## config.mk

```make
export PLATFORM = sky130hd
export DESIGN_NAME = mem_arbiter
export DESIGN_NICKNAME = d
export VERILOG_FILES = /design/src/rtl/mem_arb_pkg.sv /design/src/rtl/mem_arb_grant.sv /design/src/rtl/mem_arbiter.sv
export SDC_FILE = /design/constraint.sdc
export NUM_CORES = 1
export LEC_CHECK = 0
export ABC_AREA = 1
export CAP_MARGIN = 20
export CORE_ASPECT_RATIO = 0.5
export CORE_MARGIN = 8
export CORE_UTILIZATION = 31
export DETAILED_ROUTE_END_ITERATION = 8
export GPL_TIMING_DRIVEN = 1
export HOLD_SLACK_MARGIN = 0.02
export PLACE_DENSITY = 0.8
export RECOVER_POWER = 50
export SETUP_SLACK_MARGIN = 0.2
export SLEW_MARGIN = 30
export SYNTH_ARGS = -nofsm -noshare
export SYNTH_HDL_FRONTEND = slang
export SYNTH_SLANG_ARGS = --single-unit
```

## constraint.sdc

```tcl
create_clock -name i_clk -period 1.1 [get_ports i_clk]
set_input_delay 0.22 -clock i_clk [delete_from_list [all_inputs] [get_ports i_clk]]
set_output_delay 0.22 -clock i_clk [all_outputs]
set_load 0.03 [all_outputs]
```

## src/rtl/mem_arb_pkg.sv

```systemverilog
// Shared state and owner encodings for the imem/dmem unified memory arbiter.
package mem_arb_pkg;

   typedef enum logic [1:0] {
      ST_IDLE = 2'd0,
      ST_REQ  = 2'd1,
      ST_RESP = 2'd2
   } arb_state_t;

   typedef enum logic {
      OWN_IMEM = 1'b0,
      OWN_DMEM = 1'b1
   } owner_t;

endpackage

```

## src/rtl/mem_arb_grant.sv

```systemverilog
// Two-way grant selection between imem and dmem requesters.
// Round-robin with a last-grant flop when MEM_ARB_RR_EN is defined, otherwise fixed dmem priority.
module mem_arb_grant
   import mem_arb_pkg::*;
(
`ifdef MEM_ARB_RR_EN
   input  logic   clk,
   input  logic   rst_n,
   input  logic   accept,
`endif
   input  logic   imem_valid,
   input  logic   dmem_valid,
   output owner_t winner
);

`ifdef MEM_ARB_RR_EN
   owner_t last_grant;

   // On a tie, the requester that did not win the previous accept goes first.
   assign winner = (dmem_valid && (!imem_valid || (last_grant == OWN_IMEM))) ? OWN_DMEM : OWN_IMEM;

   // Remember the most recent winner at every accepted request.
   always_ff @(posedge clk or negedge rst_n) begin
      if (!rst_n) begin
         last_grant <= OWN_IMEM;
      end else if (accept) begin
         last_grant <= winner;
      end
   end
`else
   assign winner = dmem_valid ? OWN_DMEM : OWN_IMEM;
`endif

endmodule

```

## src/rtl/mem_arbiter.sv

```systemverilog
// Shares one memory port between fetch (imem) and load/store (dmem), one transaction in flight.
// Build option: define MEM_ARB_RR_EN for round-robin arbitration (default: dmem has fixed priority).
module mem_arbiter
   import mem_arb_pkg::*;
#(
   parameter  int ADDR_W = 32,
   parameter  int DATA_W = 32,
   localparam int MASK_W = DATA_W / 8
)(
   input  logic              i_clk,
   input  logic              i_rst_n,
   input  logic              i_imem_valid,
   input  logic [ADDR_W-1:0] i_imem_addr,
   output logic              o_imem_ready,
   output logic              o_imem_rvalid,
   output logic [DATA_W-1:0] o_imem_rdata,
   input  logic              i_dmem_valid,
   input  logic [ADDR_W-1:0] i_dmem_addr,
   input  logic              i_dmem_ren,
   input  logic              i_dmem_wen,
   input  logic [DATA_W-1:0] i_dmem_wdata,
   input  logic [MASK_W-1:0] i_dmem_mask,
   output logic              o_dmem_ready,
   output logic              o_dmem_rvalid,
   output logic [DATA_W-1:0] o_dmem_rdata,
   output logic              o_mem_valid,
   input  logic              i_mem_ready,
   output logic [ADDR_W-1:0] o_mem_addr,
   output logic              o_mem_ren,
   output logic              o_mem_wen,
   output logic [DATA_W-1:0] o_mem_wdata,
   output logic [MASK_W-1:0] o_mem_mask,
   input  logic              i_mem_rvalid,
   input  logic [DATA_W-1:0] i_mem_rdata
);

   localparam logic [ADDR_W-1:0] ALIGN_MASK = {{(ADDR_W-2){1'b1}}, 2'b00};

   arb_state_t state;
   owner_t     owner;
   owner_t     winner;
   logic       accept;
   logic       resp_fire;

   assign accept    = (state == ST_IDLE) && (i_imem_valid || i_dmem_valid);
   assign resp_fire = (state == ST_RESP) && i_mem_rvalid;

   mem_arb_grant u_grant (
`ifdef MEM_ARB_RR_EN
      .clk        (i_clk),
      .rst_n      (i_rst_n),
      .accept     (accept),
`endif
      .imem_valid (i_imem_valid),
      .dmem_valid (i_dmem_valid),
      .winner     (winner)
   );

   // Ready is held low while reset is asserted so no request appears accepted.
   assign o_imem_ready  = i_rst_n && accept && (winner == OWN_IMEM);
   assign o_dmem_ready  = i_rst_n && accept && (winner == OWN_DMEM);
   assign o_imem_rvalid = resp_fire && (owner == OWN_IMEM);
   assign o_dmem_rvalid = resp_fire && (owner == OWN_DMEM);
   assign o_imem_rdata  = o_imem_rvalid ? i_mem_rdata : {DATA_W{1'b0}};
   assign o_dmem_rdata  = o_dmem_rvalid ? i_mem_rdata : {DATA_W{1'b0}};

   // Transaction FSM with the captured downstream request.
   always_ff @(posedge i_clk or negedge i_rst_n) begin
      if (!i_rst_n) begin
         state       <= ST_IDLE;
         owner       <= OWN_IMEM;
         o_mem_valid <= 1'b0;
         o_mem_addr  <= {ADDR_W{1'b0}};
         o_mem_ren   <= 1'b0;
         o_mem_wen   <= 1'b0;
         o_mem_wdata <= {DATA_W{1'b0}};
         o_mem_mask  <= {MASK_W{1'b0}};
      end else begin
         case (state)
            ST_IDLE: begin
               if (accept) begin
                  state       <= ST_REQ;
                  owner       <= winner;
                  o_mem_valid <= 1'b1;
                  if (winner == OWN_DMEM) begin
                     // Write wins over a simultaneous read; a request with neither becomes a masked-off read.
                     o_mem_addr  <= i_dmem_addr & ALIGN_MASK;
                     o_mem_wen   <= i_dmem_wen;
                     o_mem_ren   <= (i_dmem_ren & ~i_dmem_wen) | (~i_dmem_ren & ~i_dmem_wen);
                     o_mem_wdata <= i_dmem_wdata;
                     o_mem_mask  <= (i_dmem_ren | i_dmem_wen) ? i_dmem_mask : {MASK_W{1'b0}};
                  end else begin
                     o_mem_addr  <= i_imem_addr & ALIGN_MASK;
                     o_mem_wen   <= 1'b0;
                     o_mem_ren   <= 1'b1;
                     o_mem_wdata <= {DATA_W{1'b0}};
                     o_mem_mask  <= {MASK_W{1'b1}};
                  end
               end else begin
                  state <= ST_IDLE;
               end
            end
            ST_REQ: begin
               if (i_mem_ready) begin
                  state       <= ST_RESP;
                  o_mem_valid <= 1'b0;
               end else begin
                  state <= ST_REQ;
               end
            end
            ST_RESP: begin
               if (i_mem_rvalid) begin
                  state <= ST_IDLE;
               end else begin
                  state <= ST_RESP;
               end
            end
            default: begin
               state       <= ST_IDLE;
               o_mem_valid <= 1'b0;
            end
         endcase
      end
   end

endmodule

```

==> reports/results.txt, run 1 <==
The flow ran to the end, but the final reports show violations. The final reports fail on setup timing. The path class of the tightest hold or removal check is input pin to async pin. Layout overhead on the synthesized area: 128%. The worst-case IR drop observed on VDD is 0.00117 V. The tools report the number of pins with negative max-slew slack in the final report as 0. The reported net switching power is 0.00918 W, and the count of pins on the block boundary is 279.

Of the total power, registers draw 23.2%. The number of H-tree branching levels is 3. The yosys synthesis warning count was 0; the simple-gate share of the synthesized area was 39.7%.

The clock arrives with 0.00620 ns of skew. Dividing total power by cell area gives a power density of 2510 nW/um^2. The critical path launch point type is a flip-flop. The logs give 0.546 GHz for the achievable clock frequency and 49.1% for the sequential area share after synthesis. The fraction of synthesized cell area in xor and xnor cells is 0%, and the share of synthesized area spent on multiplexers is 0%.

The post-synthesis instance area is 3670 um^2. In the post-synthesis netlist, the biggest area contributors are sky130_fd_sc_hd__dfrtp_1 (49%), sky130_fd_sc_hd__nand2_1 (26%), sky130_fd_sc_hd__nor2_1 (8.2%), sky130_fd_sc_hd__nand3_1 (4.6%), sky130_fd_sc_hd__inv_1 (4.1%). For the global-route wire length before repair, the log shows 24.8 mm. After floorplanning, the core was sized to cover 11,700 um^2. The run gives 0 as the number of buffers added to fix hold violations after cts. The detailed router finished its first iteration with 328 violations. The run gives -0.56 ns as the register-to-register setup slack.

The die covers 15,800 um^2. Using the TritonRoute via totals, the vias-per-cell ratio works out to 4.77. The worst path needs 1.83 ns of the cycle, external delays included. The kind of capture point of the worst setup path was a primary output. In the layout the commonest cells are sky130_fd_sc_hd__nand2_1 (239), sky130_fd_sc_hd__clkdlybuf4s50_1 (133), sky130_fd_sc_hd__buf_6 (129). For the total of max-cap violations, the log shows 0. The initial utilization of the core area, before any placement, comes to 31.4%. Net switching is 43.7% of the power. The post-route netlist has 38.6% of its cells at a drive strength greater than 1. Largest family of logic cells by synthesized area: simple AND/OR/NAND/NOR gates. The synthesized design spends more area on one cell type than any other, namely sky130_fd_sc_hd__dfrtp_1. For this run, the detailed router's first-pass iteration total came to 5.

Across all layers, the routed design uses 4,983 vias. Summing internal, switching and leakage power gives 0.0210 W. The logs give 62.6% for the part of the power in combinational logic and 0.0118 W for the total internal power. Counting both buffers and inverters, the worst setup path holds a total of 4. The remaining global-route overflow is 0, and the transition time of the tightest slew-check pin is 1.01 ns. Family with the most delay on the worst path: buffers and inverters. The adder-cell share of the synthesized area is 0%. The TritonCTS sink count was 72; the average size of a mapped cell was 6.90 um^2. Data on the critical path is required at its endpoint by 0.88 ns. The setup path with the least slack is of type flip-flop to primary output.

The number of global-route vias before repair came out at 4,758. The number of buffers between clock root and the deepest sink was 2. At the end of routability-driven placement, the weighted congestion stood at 0.819.

In this run the remaining antenna-violating nets after routing total 0. Setup repair after global routing could not meet its margin everywhere. The area share of the largest cell type after synthesis is 49.1%. The least setup slack across all paths after layout is -0.732 ns, and the number of hold-slack violations in the final timing report is 0. The library cell used most frequently in the layout, excluding fill and tap cells, is sky130_fd_sc_hd__nand2_1. The initial antenna violation count is 1, and the share of power burned in the clock network is 14.3%.

Excluding fillers, the count of instances in the completed layout stands at 1,045. In this design, the stage delay of the slowest critical-path cell is 0.40 ns. After synthesis, the netlist uses 17 different library cells. The synthesis-stage register bit count works out to 72. Along the worst path, the maximum fanout reaches 5.

The site row count was 28. For the arrival time of the worst setup path, the log shows 1.61 ns. The tools report the maximum number of pins on one net before global-route repair as 73.

In the final routed layout, each cell accounts on average for 18.7 um. Total global-route track usage: 19.8%. TritonCTS built the clock tree. The die is 92.9 um tall. Walking the worst path, the cells encountered are inv_2, nand3_4, nor2_4, inv_4, buf_4, nor2_2, buf_6. The tree is rooted in a sky130_fd_sc_hd__clkbuf_16. After detailed routing, the number of remaining DRC violations is 0. The horizontal die dimension was 170 um; the number of fill cells was 800. For the final routed database, the setup TNS stands at -82.84 ns. For this design, the slowest cell found on the critical path is sky130_fd_sc_hd__dfrtp_1.

The final setup violation count is 177. The final layout contains 1,014 nets. Measured against its own limit, the worst slew margin works out to 32.9%. Of the available clock period, the critical path in the final layout requires 167%.

The analysis attributes to cell leakage a power of 4.26 nW. After detailed routing, the total wire length is 19.6 mm. After detailed placement, the design holds a cell count of 969. Clock tree synthesis inserted a total of 9 buffers.

After clock tree synthesis, the clock-pin slew on the worst setup and hold paths is 0.06 ns. The insertion delay of the later-clocked pin in the worst-skew pair is 0.34 ns, and the compound-gate portion of the synthesized area is 1.37%. Buffers placed on the I/O ports in this run total 272. In the synthesized netlist, the number of instances is 531. The tools report the sum of net half-perimeters after detailed placement as 11.6 mm.
==> final cells by class <==
| class | count | area, um^2 | area share [%] |
|---|---|---|---|
| Inverter | 44 | 170 | 2.03 |
| Timing Repair Buffer | 363 | 3940 | 47.0 |
| Tap cell | 165 | 206 | 2.47 |
| Clock inverter | 6 | 67.6 | 0.807 |
| Multi-Input combinational cell | 384 | 1960 | 23.4 |
| Antenna cell | 1 | 2.50 | 0.0299 |
| Sequential cell | 72 | 1800 | 21.5 |
| Clock buffer | 10 | 229 | 2.73 |
==> registers in the layout, summed over array words and instances (netlist names) <==
signal and count:
o_mem_wdata 32, state 2, o_mem_ren 1, o_mem_mask 4
o_mem_addr 30, owner 1, o_mem_wen 1, o_mem_valid 1
==> worst register-to-register path, stage by stage, from the launching register on <==
cell and delay [ns]:
sky130_fd_sc_hd__dfrtp_1 0.40, sky130_fd_sc_hd__buf_4 0.15, sky130_fd_sc_hd__buf_6 0.12, sky130_fd_sc_hd__nor2_4 0.20, sky130_fd_sc_hd__nand2_4 0.09, sky130_fd_sc_hd__buf_6 0.14
sky130_fd_sc_hd__clkbuf_16 0.16, sky130_fd_sc_hd__buf_12 0.14, sky130_fd_sc_hd__nand2_1 0.08, sky130_fd_sc_hd__nand2_1 0.07
==> power groups by stage <==
stage / registers [W] / logic [W] / clock network [W]
floorplan: 0.00673 / 0.00316 / 0
global placement: 0.00455 / 0.00930 / 0
detailed placement: 0.00461 / 0.00942 / 0
CTS: 0.00476 / 0.0110 / 0.00299
global route: 0.00495 / 0.0137 / 0.00312
finish: 0.00486 / 0.0131 / 0.00300
==> Yosys cell counts (all sizes together) <==
library cell and instances:
nor3 1, o31ai 2, nand3 34, buf 31, conb 1, a21oi 4, nor2 83, nand2 255
o21ai 3, dfrtp 72, inv 44, clkbuf 1
==> stage by stage <==
step,cell area (um^2),hold slack [ns],setup WS [ns],utilization (%)
after CTS,7810,0.156,-0.660,67.0
after detailed placement,6780,0.459,-0.613,58.1
after global placement,6780,0.455,-0.587,58.1
after floorplan,4000,-0.0756,-0.484,-
after global routing,8370,0.339,-0.798,71.8
final,8370,0.209,-0.732,71.8
==> kinds of logic (layout without fill, tap and decap cells) <==
| logic type | Yosys count | count (layout) |
|---|---|---|
| DFF | 72 | 72 |
| other | 1 | 3 |
| AOI/OAI and AO/OA | 9 | 9 |
| buffers and inverters | 76 | 423 |
| and+or+nand+nor | 373 | 373 |
==> final timing paths <==
| path | from | endpoint | depth (start not counted) |
|---|---|---|---|
| max | state[0]$_DFF_PN0_ | o_imem_rdata[18] | 7 |
| min | i_rst_n | o_mem_addr[4]$_DFFE_PN0P_ | 2 |
| max reg2reg | state[0]$_DFF_PN0_ | o_mem_wdata[29]$_DFFE_PN0P_ | 9 |
| min reg2reg | o_mem_wdata[19]$_DFFE_PN0P_ | o_mem_wdata[19]$_DFFE_PN0P_ | 2 |
| max in group asynchronous | i_rst_n | state[1]$_DFF_PN0_ | 2 |
| min in group i_clk | i_dmem_wdata[16] | o_mem_wdata[16]$_DFFE_PN0P_ | 3 |
==> repair_timing <==
action | CTS | global route
setup buffers | 20 | 32
gates resized for setup | 158 | 40
cloned | 0 | 7
setup endpoints to repair | 209 | 209
pin swaps | 4 | 7
==> per-layer routing <==
metal	vias to the layer above	global-route usage [%]	share of wire, %
met4	0	9.80	6.4
met2	252	38.7	53
met5	-	0	0
met1	2365	19.5	34
li1	2276	-	-
met3	90	4.75	6.7
(Power assumes the default switching activity.)
==> inputs of run 2 (changes only) <==
--- a/config.mk
+++ b/config.mk
@@ -10,9 +10,11 @@
 export CORE_ASPECT_RATIO = 0.5
 export CORE_MARGIN = 8
 export CORE_UTILIZATION = 31
+export CTS_CLUSTER_SIZE = 28
 export DETAILED_ROUTE_END_ITERATION = 8
 export GPL_TIMING_DRIVEN = 1
 export HOLD_SLACK_MARGIN = 0.02
+export MAX_ROUTING_LAYER = met4
 export PLACE_DENSITY = 0.8
 export RECOVER_POWER = 50
 export SETUP_SLACK_MARGIN = 0.2
==> run 2 against run 1 <==
The flow still finishes with violations (setup timing). Critical endpoint is now o_dmem_rdata[25]. Critical path depth unchanged. Clock power about the same. First-iteration DRC count decreased by 20%. Largest power group unchanged. Clock-buffer cell count unchanged. Critical path type unchanged. Highest routed layer unchanged. Sequential cell count unchanged.
==> reports/results.txt, run 2 (same netlist as run 1, synthesis figures left out) <==
The flow ran to the end, but the final reports show violations. The final reports fail on setup timing. The maximum fanout encountered on the critical timing path works out to 8.

The critical path is of the flip-flop to primary output type. Post-route cell area: 8370 um^2. Register with the highest flop count: o_mem_wdata. The wire length per cell is 18.4 um. The run gives 9 as the number of buffers created by CTS. The tools report the number of DRC violations after detailed routing as 0.

STA classifies the critical path startpoint as a flip-flop. The run gives 0.34 ns as the insertion delay of the later-clocked pin in the worst-skew pair. The tools report the highest ir drop seen on vdd as 0.00115 V.

Summed over all cells, the static leakage comes to 4.25 nW. At the worst endpoint, the required time is 0.88 ns. Class of the worst hold path: input pin to async pin. The post-detailed-placement cell area is 6780 um^2, and the time the final worst path needs with I/O delays and setup is 1.82 ns. Number of global-route vias before repair: 4,751. For the starting density of the core, the log shows 31.4%. Of the cells placed in the final design, the portion with a size suffix greater than 1 is 38.5%.

The horizontal die dimension works out to 170 um. Kind of capture point of the worst setup path: a primary output. Number of pins with negative max-slew slack in the final report: 0. The tree is rooted in a sky130_fd_sc_hd__clkbuf_16.

The least setup slack across all paths after layout is -0.717 ns, and the number of flip-flops in the largest register is 32. Summed over all layers, the routed wires come to 19.2 mm. For the pin with the worst max-slew slack, the measured transition is 1.01 ns.

CTS built an H-tree with a depth of 3. The vias per cell works out to 4.73. After the first detailed-routing iteration, the DRC count stood at 264. After clock tree synthesis, the clock-pin slew on the worst setup and hold paths is 0.07 ns. The tools report the sequential share of power as 23.1%. Once detailed placement completed, the half-perimeter wirelength came to 11.6 mm. Summing over every cut layer, the via total after detailed routing is 4,938. The die covers 15,800 um^2.

For the total of max-cap violations, the log shows 0. The final weighted congestion in routability-driven placement is 0.831, and the post-route antenna net violation count is 0. The run gives -80.14 ns as the final sum of negative setup slack. The first global-routing pass estimated 24.8 mm of wire. Cells fill 71.8% of the core in the end. Arrival time of the worst setup path: 1.60 ns. Entering global routing, the biggest net connects 73 pins. Row generation in the floorplan step produced 28 rows. The library cells used most frequently in the layout, excluding fill and tap cells, are sky130_fd_sc_hd__nand2_1 (240), sky130_fd_sc_hd__clkdlybuf4s50_1 (133), sky130_fd_sc_hd__buf_6 (129). Timing would allow up to 0.550 GHz.

The worst hold slack was 0.212 ns. The tools report the reg-to-reg startpoint as state[0]$_DFF_PN0_. The worst pin sits at a relative slew slack of 32.6%. Once layout is complete, the cells apart from fillers number 1,045.

The count of input and output buffers is 272, and the final setup violation count is 173. TritonCTS built the clock tree. The launching element of the worst setup path was state[0]$_DFF_PN0_. The tools report the number of iterations in the first detailed-routing pass as 7. The TritonCTS sink count came out at 72. For this design the ratio of total power to cell area is 2500 nW/um^2. The clock network burns 14.2% of the power. The total overflow left after global routing is 0. Initial antenna violation count: 2. The tools report the net total in the final layout as 1,013.

The reported net switching power is 0.00909 W. The area growth from synthesis to layout is 128%. The placed instance count was 969.

The total internal power is 0.0118 W, and the share of the clock period used by the worst path after layout is 165%. Net switching is 43.5% of the power. The most frequent standard cell in the layout excluding fill and tap cells was sky130_fd_sc_hd__nand2_1. The core region is 11,700 um^2. The clock tree skew after final layout came out at 0.00976 ns. The vertical die dimension is 92.9 um. In this run the count of I/O pins placed on the die edge is 279. In this run, post-CTS hold repair placed 0 buffers. The largest registers in the layout are o_mem_wdata x32, o_mem_addr x30, o_mem_mask x4. Setup repair after global routing could not meet its margin everywhere. For this run, the total global-route usage over all layers was measured as 20.5%.

The part of the power in combinational logic came out at 62.6%. The tools report the number of buffers between clock root and the deepest sink as 2. The number of hold-slack violations in the final timing report was 0.
## run 2: cell types whose count changed in the layout (fill, tap and decap cells not counted), sizes merged
cell   change
buf        -1
diode      +1
## run 2: path summary, 6_finish.rpt
check / cells past startpoint / slack [ns] / to
setup / recovery: 7 / -0.72 / o_dmem_rdata[25]
hold / removal: 2 / 0.21 / o_mem_addr[10]$_DFFE_PN0P_
setup reg to reg: 9 / -0.52 / o_mem_addr[27]$_DFFE_PN0P_
hold reg to reg: 2 / 0.49 / o_mem_wdata[5]$_DFFE_PN0P_
max in group asynchronous: 2 / 0.21 / state[1]$_DFF_PN0_
min in group i_clk: 3 / 0.43 / o_mem_wdata[16]$_DFFE_PN0P_
## run 2: what timing repair did
| item | CTS | global route |
|---|---|---|
| cloned | 0 | 7 |
| resized for setup | 158 | 39 |
| pin swaps | 4 | 7 |
| endpoints found under the setup margin | 209 | 209 |
| buffers inserted | 20 | 31 |
## run 2: layout make-up
type	count	area, um^2
inverter	44	170
antenna	2	5.00
fill	811	3300
clock buffer	10	229
sequential	72	1800
multi-input combinational	384	1950
timing repair buffer	362	3940
tap	165	206
clock inverter	6	67.6
## run 2: power by group through the flow
stage | registers [W] | clock network, W | logic [W]
after detailed placement | 0.00461 | 0 | 0.00942
after floorplan | 0.00673 | 0 | 0.00316
final | 0.00484 | 0.00297 | 0.0131
after global routing | 0.00495 | 0.00311 | 0.0137
after CTS | 0.00476 | 0.00299 | 0.0110
after global placement | 0.00455 | 0 | 0.00930
## run 2: per-layer routing
layer  wire length [um]  global-route usage, %  vias to the layer above
met2              10100                   38.9                      262
met1               6770                   20.1                     2310
met3               1200                   4.03                       93
met4               1180                   9.29                        0
li1                   -                      -                     2273
met5                  0                      -                        -
## run 2: critical path: stages, from the launching register on
cell	delay [ns]
sky130_fd_sc_hd__dfrtp_1	0.40
sky130_fd_sc_hd__inv_2	0.09
sky130_fd_sc_hd__nand3_4	0.10
sky130_fd_sc_hd__nor2_4	0.16
sky130_fd_sc_hd__inv_4	0.09
sky130_fd_sc_hd__clkbuf_16	0.18
sky130_fd_sc_hd__nor2_2	0.09
sky130_fd_sc_hd__buf_6	0.14
## run 2: per-stage QoR
step / setup slack, ns / power, W
after floorplan: -0.484 / 0.00989
after global placement: -0.587 / 0.0139
after detailed placement: -0.613 / 0.0140
after CTS: -0.660 / 0.0188
after global routing: -0.773 / 0.0217
final: -0.717 / 0.0209
